==> config.mk <==
export PLATFORM = sky130hd
export DESIGN_NAME = vector_dot_engine_flat
export DESIGN_NICKNAME = d
export VERILOG_FILES = /design/src/rtl/vector_dot_engine_if.sv /design/src/rtl/vector_dot_engine.sv /design/src/flat_wrapper.sv
export SDC_FILE = /design/constraint.sdc
export NUM_CORES = 1
export LEC_CHECK = 0
export CAP_MARGIN = 40
export CORE_MARGIN = 1
export CORE_UTILIZATION = 30
export CTS_BUF_LIST = sky130_fd_sc_hd__clkbuf_4 sky130_fd_sc_hd__clkbuf_8
export DETAILED_ROUTE_END_ITERATION = 6
export PLACE_DENSITY = 0.62
export SLEW_MARGIN = 20
export SYNTH_ARGS = -nofsm -noshare
export SYNTH_HDL_FRONTEND = slang
export SYNTH_SLANG_ARGS = --single-unit
==> constraint.sdc <==
create_clock -name clk -period 10.79 [get_ports clk]
set_input_delay 1.079 -clock clk [delete_from_list [all_inputs] [get_ports clk]]
set_output_delay 1.079 -clock clk [all_outputs]
set_load 0.01 [all_outputs]
==> src/rtl/vector_dot_engine_if.sv <==
// Request, memory-read and result-write signals of the dot-product engine.
// The engine connects through the slave modport; the requester/memory side uses master.
interface vector_dot_engine_if #(
    parameter int DW      = 4,
    parameter int AW      = 5,
    parameter int MAX_LEN = 4
);
    localparam int LW = $clog2(MAX_LEN) + 1;
    localparam int RW = 2 * DW + $clog2(MAX_LEN);

    // request
    logic          start;
    logic [AW-1:0] base_a;
    logic [AW-1:0] base_b;
    logic [AW-1:0] dst_addr;
    logic [LW-1:0] len;

    // memory read port
    logic          mem_rd_en;
    logic [AW-1:0] rd_addr_a;
    logic [AW-1:0] rd_addr_b;
    logic [DW-1:0] rd_data_a;
    logic [DW-1:0] rd_data_b;

    // result write port and status
    logic          mem_wr_en;
    logic [AW-1:0] wr_addr;
    logic [RW-1:0] result;
    logic          busy;
    logic          done;
    logic          err;

    modport slave (
        input  start, base_a, base_b, dst_addr, len, rd_data_a, rd_data_b,
        output mem_rd_en, rd_addr_a, rd_addr_b, mem_wr_en, wr_addr, result,
               busy, done, err
    );

    modport master (
        output start, base_a, base_b, dst_addr, len, rd_data_a, rd_data_b,
        input  mem_rd_en, rd_addr_a, rd_addr_b, mem_wr_en, wr_addr, result,
               busy, done, err
    );
endinterface

==> src/rtl/vector_dot_engine.sv <==
// Dot-product engine: streams two vectors out of a 1-cycle-latency memory,
// multiply-accumulates them and writes the sum to a destination address.
// Sequence per request: IDLE -> FETCH (len cycles) -> DRAIN -> WRITE -> IDLE.
module vector_dot_engine #(
    parameter int DW      = 4,
    parameter int AW      = 5,
    parameter int MAX_LEN = 4,
    parameter int SIGNED  = 0
) (
    input  logic                clk,
    input  logic                rst,
    vector_dot_engine_if.slave  bus
);
    localparam int LW = $clog2(MAX_LEN) + 1;
    localparam int RW = 2 * DW + $clog2(MAX_LEN);

    typedef enum logic [1:0] {
        S_IDLE,
        S_FETCH,
        S_DRAIN,
        S_WRITE
    } state_t;

    state_t        r_state;
    logic [LW-1:0] r_len;
    logic [LW-1:0] r_idx;
    logic [AW-1:0] r_dst;
    logic [RW-1:0] r_acc;
    logic          r_rd_q;      // read issued last cycle: rd_data is valid now
    logic          r_rd_en;
    logic [AW-1:0] r_rd_addr_a;
    logic [AW-1:0] r_rd_addr_b;
    logic          r_wr_en;
    logic [AW-1:0] r_wr_addr;
    logic [RW-1:0] r_result;
    logic          r_busy;
    logic          r_done;
    logic          r_err;

    logic [2*DW-1:0] w_prod_raw;
    logic [RW-1:0]   w_prod;
    logic [RW-1:0]   w_sum;

    // Full-width product of the current read data, extended to the accumulator width
    always_comb begin
        w_prod_raw = '0;
        w_prod     = '0;
        if (SIGNED != 0) begin
            w_prod_raw = $signed({{DW{bus.rd_data_a[DW-1]}}, bus.rd_data_a})
                       * $signed({{DW{bus.rd_data_b[DW-1]}}, bus.rd_data_b});
            w_prod     = {{(RW-2*DW){w_prod_raw[2*DW-1]}}, w_prod_raw};
        end else begin
            w_prod_raw = {{DW{1'b0}}, bus.rd_data_a} * {{DW{1'b0}}, bus.rd_data_b};
            w_prod     = {{(RW-2*DW){1'b0}}, w_prod_raw};
        end
        w_sum = r_acc + w_prod;
    end

    // Control FSM with all outputs registered; reset wins over any request
    always_ff @(posedge clk) begin
        if (rst) begin
            r_state     <= S_IDLE;
            r_len       <= '0;
            r_idx       <= '0;
            r_dst       <= '0;
            r_acc       <= '0;
            r_rd_q      <= 1'b0;
            r_rd_en     <= 1'b0;
            r_rd_addr_a <= '0;
            r_rd_addr_b <= '0;
            r_wr_en     <= 1'b0;
            r_wr_addr   <= '0;
            r_result    <= '0;
            r_busy      <= 1'b0;
            r_done      <= 1'b0;
            r_err       <= 1'b0;
        end else begin
            r_rd_q <= r_rd_en;
            case (r_state)
                S_IDLE: begin
                    r_rd_en <= 1'b0;
                    r_wr_en <= 1'b0;
                    r_done  <= 1'b0;
                    if (bus.start) begin
                        if (bus.len > LW'(MAX_LEN)) begin
                            // rejected request: flag it, touch nothing else
                            r_err <= 1'b1;
                        end else begin
                            r_err  <= 1'b0;
                            r_acc  <= '0;
                            r_len  <= bus.len;
                            r_idx  <= '0;
                            r_dst  <= bus.dst_addr;
                            r_busy <= 1'b1;
                            if (bus.len == '0) begin
                                // empty vector: straight to the write of a zero sum
                                r_state   <= S_WRITE;
                                r_result  <= '0;
                                r_wr_en   <= 1'b1;
                                r_wr_addr <= bus.dst_addr;
                                r_done    <= 1'b1;
                            end else begin
                                r_state     <= S_FETCH;
                                r_rd_en     <= 1'b1;
                                r_rd_addr_a <= bus.base_a;
                                r_rd_addr_b <= bus.base_b;
                            end
                        end
                    end
                end

                S_FETCH: begin
                    if (r_rd_q) begin
                        r_acc <= w_sum;
                    end
                    if (r_idx == r_len - LW'(1)) begin
                        r_state <= S_DRAIN;
                        r_rd_en <= 1'b0;
                    end else begin
                        r_idx       <= r_idx + LW'(1);
                        r_rd_addr_a <= r_rd_addr_a + AW'(1);
                        r_rd_addr_b <= r_rd_addr_b + AW'(1);
                    end
                end

                S_DRAIN: begin
                    // last product arrives now; publish the final sum for WRITE
                    r_acc     <= w_sum;
                    r_result  <= w_sum;
                    r_wr_en   <= 1'b1;
                    r_wr_addr <= r_dst;
                    r_done    <= 1'b1;
                    r_state   <= S_WRITE;
                end

                S_WRITE: begin
                    r_wr_en <= 1'b0;
                    r_done  <= 1'b0;
                    r_busy  <= 1'b0;
                    r_state <= S_IDLE;
                end

                default: begin
                    r_state <= S_IDLE;
                end
            endcase
        end
    end

    assign bus.mem_rd_en = r_rd_en;
    assign bus.rd_addr_a = r_rd_addr_a;
    assign bus.rd_addr_b = r_rd_addr_b;
    assign bus.mem_wr_en = r_wr_en;
    assign bus.wr_addr   = r_wr_addr;
    assign bus.result    = r_result;
    assign bus.busy      = r_busy;
    assign bus.done      = r_done;
    assign bus.err       = r_err;

endmodule

==> src/flat_wrapper.sv <==
// flat-port wrapper written by rule: the top's interface ports become plain ports
module vector_dot_engine_flat 
#(
    parameter int DW      = 4,
    parameter int AW      = 5,
    parameter int MAX_LEN = 4,
    parameter int SIGNED  = 0
)
  (clk, rst, bus_start, bus_base_a, bus_base_b, bus_dst_addr, bus_len, bus_rd_data_a, bus_rd_data_b, bus_mem_rd_en, bus_rd_addr_a, bus_rd_addr_b, bus_mem_wr_en, bus_wr_addr, bus_result, bus_busy, bus_done, bus_err);
  vector_dot_engine_if #(.DW(DW), .AW(AW), .MAX_LEN(MAX_LEN)) bus_i ();
  input  logic clk;
  input  logic rst;
  input wire logic [$bits(bus_i.start)-1:0] bus_start;
  input wire logic [$bits(bus_i.base_a)-1:0] bus_base_a;
  input wire logic [$bits(bus_i.base_b)-1:0] bus_base_b;
  input wire logic [$bits(bus_i.dst_addr)-1:0] bus_dst_addr;
  input wire logic [$bits(bus_i.len)-1:0] bus_len;
  input wire logic [$bits(bus_i.rd_data_a)-1:0] bus_rd_data_a;
  input wire logic [$bits(bus_i.rd_data_b)-1:0] bus_rd_data_b;
  output wire logic [$bits(bus_i.mem_rd_en)-1:0] bus_mem_rd_en;
  output wire logic [$bits(bus_i.rd_addr_a)-1:0] bus_rd_addr_a;
  output wire logic [$bits(bus_i.rd_addr_b)-1:0] bus_rd_addr_b;
  output wire logic [$bits(bus_i.mem_wr_en)-1:0] bus_mem_wr_en;
  output wire logic [$bits(bus_i.wr_addr)-1:0] bus_wr_addr;
  output wire logic [$bits(bus_i.result)-1:0] bus_result;
  output wire logic [$bits(bus_i.busy)-1:0] bus_busy;
  output wire logic [$bits(bus_i.done)-1:0] bus_done;
  output wire logic [$bits(bus_i.err)-1:0] bus_err;
  assign bus_i.start = bus_start;
  assign bus_i.base_a = bus_base_a;
  assign bus_i.base_b = bus_base_b;
  assign bus_i.dst_addr = bus_dst_addr;
  assign bus_i.len = bus_len;
  assign bus_i.rd_data_a = bus_rd_data_a;
  assign bus_i.rd_data_b = bus_rd_data_b;
  assign bus_mem_rd_en = bus_i.mem_rd_en;
  assign bus_rd_addr_a = bus_i.rd_addr_a;
  assign bus_rd_addr_b = bus_i.rd_addr_b;
  assign bus_mem_wr_en = bus_i.mem_wr_en;
  assign bus_wr_addr = bus_i.wr_addr;
  assign bus_result = bus_i.result;
  assign bus_busy = bus_i.busy;
  assign bus_done = bus_i.done;
  assign bus_err = bus_i.err;
  vector_dot_engine #(.DW(DW), .AW(AW), .MAX_LEN(MAX_LEN), .SIGNED(SIGNED)) u_core (.clk(clk), .rst(rst), .bus(bus_i));
endmodule
Word-level counts from Yosys, hierarchy flattened
Index checks and enable logic that the tools add are counted.
{"block": "classes", "n_bitwise": 1, "n_lt_le_gt_ge": 1, "eq_ne": 11, "mux": 44, "reduce_logical": 16, "n_mul": 1, "addsub": 5}
{"cell": "$mux W10", "count": 6}
{"cell": "$mux W5", "count": 11}
{"cell": "$pmux W10 S3", "count": 1}
{"cell": "$pmux W5 S2", "count": 3}
{"cell": "$pmux W10 S2", "count": 1}
{"cell": "$reduce_and A4 Y1", "count": 3}
{"cell": "$add A10 B8 Y10", "count": 1}
{"cell": "$add A5 B1 Y5 const B", "count": 2}
{"cell": "$mux W1", "count": 10}
{"cell": "$mux W3", "count": 3}
{"cell": "$reduce_and A3 Y1", "count": 3}
{"cell": "$mul A4 B4 Y8", "count": 1}
{"cell": "$mux W2", "count": 4}
{"cell": "$ne A2 B2 Y1 const B", "count": 4}
{"cell": "$pmux W2 S4", "count": 1}
{"cell": "$ne A2 B1 Y1 const B", "count": 3}
{"cell": "$pmux W3 S2", "count": 1}
{"cell": "$reduce_bool A2 Y1", "count": 3}
{"cell": "$reduce_bool A3 Y1", "count": 2}
{"cell": "$reduce_and A5 Y1", "count": 1}
{"cell": "$eq A2 B2 Y1 const B", "count": 2}
{"cell": "$pmux W1 S2", "count": 2}
{"cell": "$reduce_and A2 Y1", "count": 2}
{"cell": "$add A3 B1 Y3 const B", "count": 1}
{"cell": "other kinds (8)", "count": 8}
{"block": "totals", "wordCells": 93, "regBits": 53, "output_inout_bits": 30, "input_bits": 29}

Logic depth before layout (Yosys ltp)
{"block": "depth", "depth_word": 5, "ltp_mapped": 14}

Worst setup path before layout
Ideal clock, no wire load.
{"block": "synth_path", "path_type": "input port to flip-flop", "startpoint": "in bus_rd_data_a[0]", "endpoint": "reg u_core.r_result[9] (netlist: u_core.bus.result[9])", "arrival_time_ns": 4.075, "slack_ns": 6.593, "stages": 11, "setup_ns": 0.122, "cell_sequence": "nand2_1 fa_1 fa_1 fa_1 inv_1 ha_1 a21oi_1 o211ai_1 a31o_2 and3_1 a311o_1"}
{"block": "synth_between", "elab_chain_len": 3}
{"item": "from (decl)", "line": "flat_wrapper.sv:18", "text": "input wire logic [$bits(bus_i.rd_data_a)-1:0] bus_rd_data_a;"}
{"item": "$mul A4 B4 Y8", "line": "vector_dot_engine.sv:53", "text": "w_prod_raw = {{DW{1'b0}}, bus.rd_data_a} * {{DW{1'b0}}, bus.rd_data_b};"}
{"item": "$add A10 B8 Y10", "line": "vector_dot_engine.sv:56", "text": "w_sum = r_acc + w_prod;"}
{"item": "$pmux W10 S2", "line": "vector_dot_engine.sv:79", "text": "case (r_state)"}
{"item": "to (signal assigned)", "line": "vector_dot_engine.sv:129", "text": "r_result <= w_sum;"}
{"item": "to (decl)", "line": "vector_dot_engine.sv:35", "text": "logic [RW-1:0] r_result;"}
No other way between the ends.
A chain may end at the register's enable or synchronous reset.

Final worst setup path
Ends and elaborated chain as after synthesis.

==> impl_metrics.env <==
export IMPL_cpLargestDelayFamily="adder cells"
export IMPL_layout_min_cycle_time_ps=4590
export IMPL_routed_top_layer="met4"
export IMPL_rsz0062_at_grt="no"
export IMPL_crit_path_start="bus_rd_data_a[0]"
export IMPL_slew_headroom_pct=46.7
export IMPL_status="completed"
export IMPL_synthCells=382
export IMPL_synth_xor_area_share_pct=2.66
export IMPL_post_cts_setup_buffer_count=0
export IMPL_ys_seq_elements=53
export IMPL_crit_path_max_incr_delay_ps=520
export IMPL_fin_tns_setup_ps=0
export IMPL_cts_buffers=5
export IMPL_r2r_start="u_core.r_state[1]"
export IMPL_worstPathArrival_ps=4780
export IMPL_routed_wl_met2_mm=3.61
export IMPL_rows=37
export IMPL_fp_coreArea_sq_um=10400
export IMPL_dr_pass1_iters=4
export IMPL_dp_final_hpwl_mm=5.61
export IMPL_die_h_microns=106
export IMPL_io_pins=59
export IMPL_wl_met3_microns=288
export IMPL_startpoint_type="primary input"
export IMPL_clk_latency_ps=310
export IMPL_finalCritPeriodShare_pct=42.5
export IMPL_synth_area_leaders="dfxtp_1 33%, ha_1 12%, a21oi_1 6.5%"
export IMPL_final_area_sq_um=4020
export IMPL_ant_nets=0
export IMPL_synth_fa_ha_area_share_pct=17.1
export IMPL_hold_viol=0
export IMPL_synth_edf_count=0
export IMPL_port_buffers=58
export IMPL_hp_start="u_core.r_dst[0]"
export IMPL_synthToLayoutAreaGrowth_pct=23.7
export IMPL_netlist_top_cells_count="53 x dfxtp_1, 52 x nand2_1, 42 x a21oi_1, 30 x ha_1, 30 x inv_1"
export IMPL_yosys_mux_area_fraction_pct=4.39
export IMPL_cts_sinks=53
export IMPL_ys_seq_area_share_pct=32.7
export IMPL_leakage_nw=1.58
export IMPL_ir_worst_vdd_mv=0.0802
export IMPL_root_buffer="clkbuf_8"
export IMPL_netlist_area_leader_share_pct=32.7
export IMPL_overflow=0
export IMPL_synthArstFlopShare_pct=0
export IMPL_drv_cap=0
export IMPL_clock_path_buffers=2
export IMPL_drtIter0Drc=127
export IMPL_yosysTopAreaCell="dfxtp_1"
export IMPL_place_area_sq_um=3930
export IMPL_synthesis_area_sq_um=3250
export IMPL_gp_congestion=0.811
export IMPL_worst_pin_slew_ps=794
export IMPL_synth_top_family_by_area="simple AND/OR/NAND/NOR gates"
export IMPL_cp_common_cell="fa_1"
export IMPL_dieWidth_microns=106
export IMPL_drc=0
export IMPL_slowest_stage="fa_1"
export IMPL_p_per_area_nw_per_um2=190
export IMPL_synth_compound_area_share_pct=17.3
export IMPL_synth_most_common_cell="dfxtp_1"
export IMPL_n_antenna_cell=0
export IMPL_cts_repair_resized=0
export IMPL_grt_usage_pct=13.6
export IMPL_cp_required_ps=10990
export IMPL_cp_cell_sequence="clkdlybuf4s50_1 > nand2_1 > fa_1 > fa_1 > fa_1 > inv_1 > ha_1 > a21oi_1 > o211ai_1 > a31o_2 > and3_1 > a311o_1"
export IMPL_grt_pass1_vias=2737
export IMPL_cts_tree="built"
export IMPL_avgSynthCellArea_sq_um=8.50
export IMPL_cts_max_level=2
export IMPL_vias=2753
export IMPL_synth_cell_types=52
export IMPL_worst_path_max_fanout=5
export IMPL_holdCritPathClass="reg -> reg"
export IMPL_post_route_util_pct=38.6
export IMPL_clk_pin_slew_worst_paths_ps=90
export IMPL_power_uw=761
export IMPL_fp_dieArea_sq_um=11200
export IMPL_grt_max_degree=35
export IMPL_met1_length_mm=3.45
export IMPL_antenna_found_initial=0
export IMPL_avgRoutedWirePerCell_microns=13.1
export IMPL_finalSetupViolations=0
export IMPL_end_kind="flop"
export IMPL_vias_per_cell=4.86
export IMPL_fin_nets=498
export IMPL_wl_mm=7.42
export IMPL_ys_warn_count=0
export IMPL_critical_path_class="in -> reg"
export IMPL_syn_num_nets=450
export IMPL_holdBufCountCts=0
export IMPL_fillers=1082
export IMPL_max_freq_ghz=0.218
export IMPL_worst_path_buf_inv=2
export IMPL_initial_core_util_pct=31.2
export IMPL_drive_above_1_share_pct=5.12
export IMPL_yosys_area_share_simple_pct=19.6
export IMPL_drv_slew=0
export IMPL_timing_hold_ws_ps=460
export IMPL_skew_ps=11.6
export IMPL_grt_pass1_wl_mm=12.5
export IMPL_ys_flop_type="dfxtp_1"
per-layer routing:
layer	vias up	GRT usage, %
li1	1412	-
met3	8	2.39
met4	0	3.67
met2	51	24.7
met1	1282	16.5
met5	-	0
power breakdown:
part / internal (mW) / leakage (nW) / switching, mW / total (mW)
clock: 0.0509 / 0.0433 / 0.0657 / 0.117
combinational: 0.154 / 1.11 / 0.233 / 0.386
sequential: 0.229 / 0.431 / 0.0293 / 0.258
final timing paths:
kind	endpoint	depth (start not counted)	slack [ps]
max reg2reg	u_core.bus.rd_addr_a[4]	7	7950
min reg2reg	u_core.r_dst[0]	2	460
max	u_core.bus.result[9]	12	6200
min	u_core.r_dst[0]	2	460
worst reg2reg max path: cells and delay by family, from the launching register on:
kind	cells	cell delay, ps
buffers and inverters	2	760
AND/OR/NAND/NOR	2	740
adder cells (fa/ha/maj)	1	580
flip-flops	1	380
multiplexers	1	190
AO/OA/AOI/OAI	1	80
registers in the layout (all words and copies together), names as in the netlist:
register,flops
u_core.bus.result,10
u_core.r_acc,10
u_core.bus.rd_addr_a,5
u_core.bus.rd_addr_b,5
u_core.bus.wr_addr,5
u_core.r_dst,5
u_core.r_idx,3
u_core.r_len,3
u_core.r_state,2
u_core.bus.busy,1
u_core.bus.err,1
u_core.bus.mem_rd_en,1
u_core.bus.mem_wr_en,1
u_core.r_rd_q,1
stage by stage:
stage	instances	setup slack, ps
2_1_floorplan	382	6590
3_3_place_gp	558	5930
3_5_place_dp	559	5920
4_1_cts	566	6200
5_1_grt	566	6060
6_report	566	6200
layout make-up:
type | count | area, sq um | share of cell area (%)
timing repair buffer | 59 | 596 | 14.8
multi-input combinational | 280 | 1980 | 49.4
inverter | 31 | 116 | 2.90
sequential | 53 | 1060 | 26.4
clock inverter | 1 | 7.51 | 0.187
tap | 136 | 170 | 4.24
clock buffer | 6 | 82.6 | 2.06
cells by family (layout without fill, tap and decap cells):
family          after synthesis  after routing
simple gates                133            133
compound gates               86             86
flops                        53             53
buf+inv                      49             97
fa+ha+maj                    39             39
mux                          14             14
xor+xnor                      8              8
cells in the final DEF (no fill, tap or decap), drive strengths merged, types with 5 or more instances in the layout:
cell type      synthesis  layout
and2                  14      14
o31ai                  7       7
mux2i                 12      12
nand2                 53      53
clkdlybuf4s50          0      57
nand3                 28      28
ha                    30      30
clkbuf                10       6
inv                   30      30
a21oi                 42      42
a211oi                10      10
a22o                   5       5
nor2                  22      22
fa                     9       9
dfxtp                 53      53
o21ai                  5       5
Note: power is estimated with default switching activity, not from simulation.
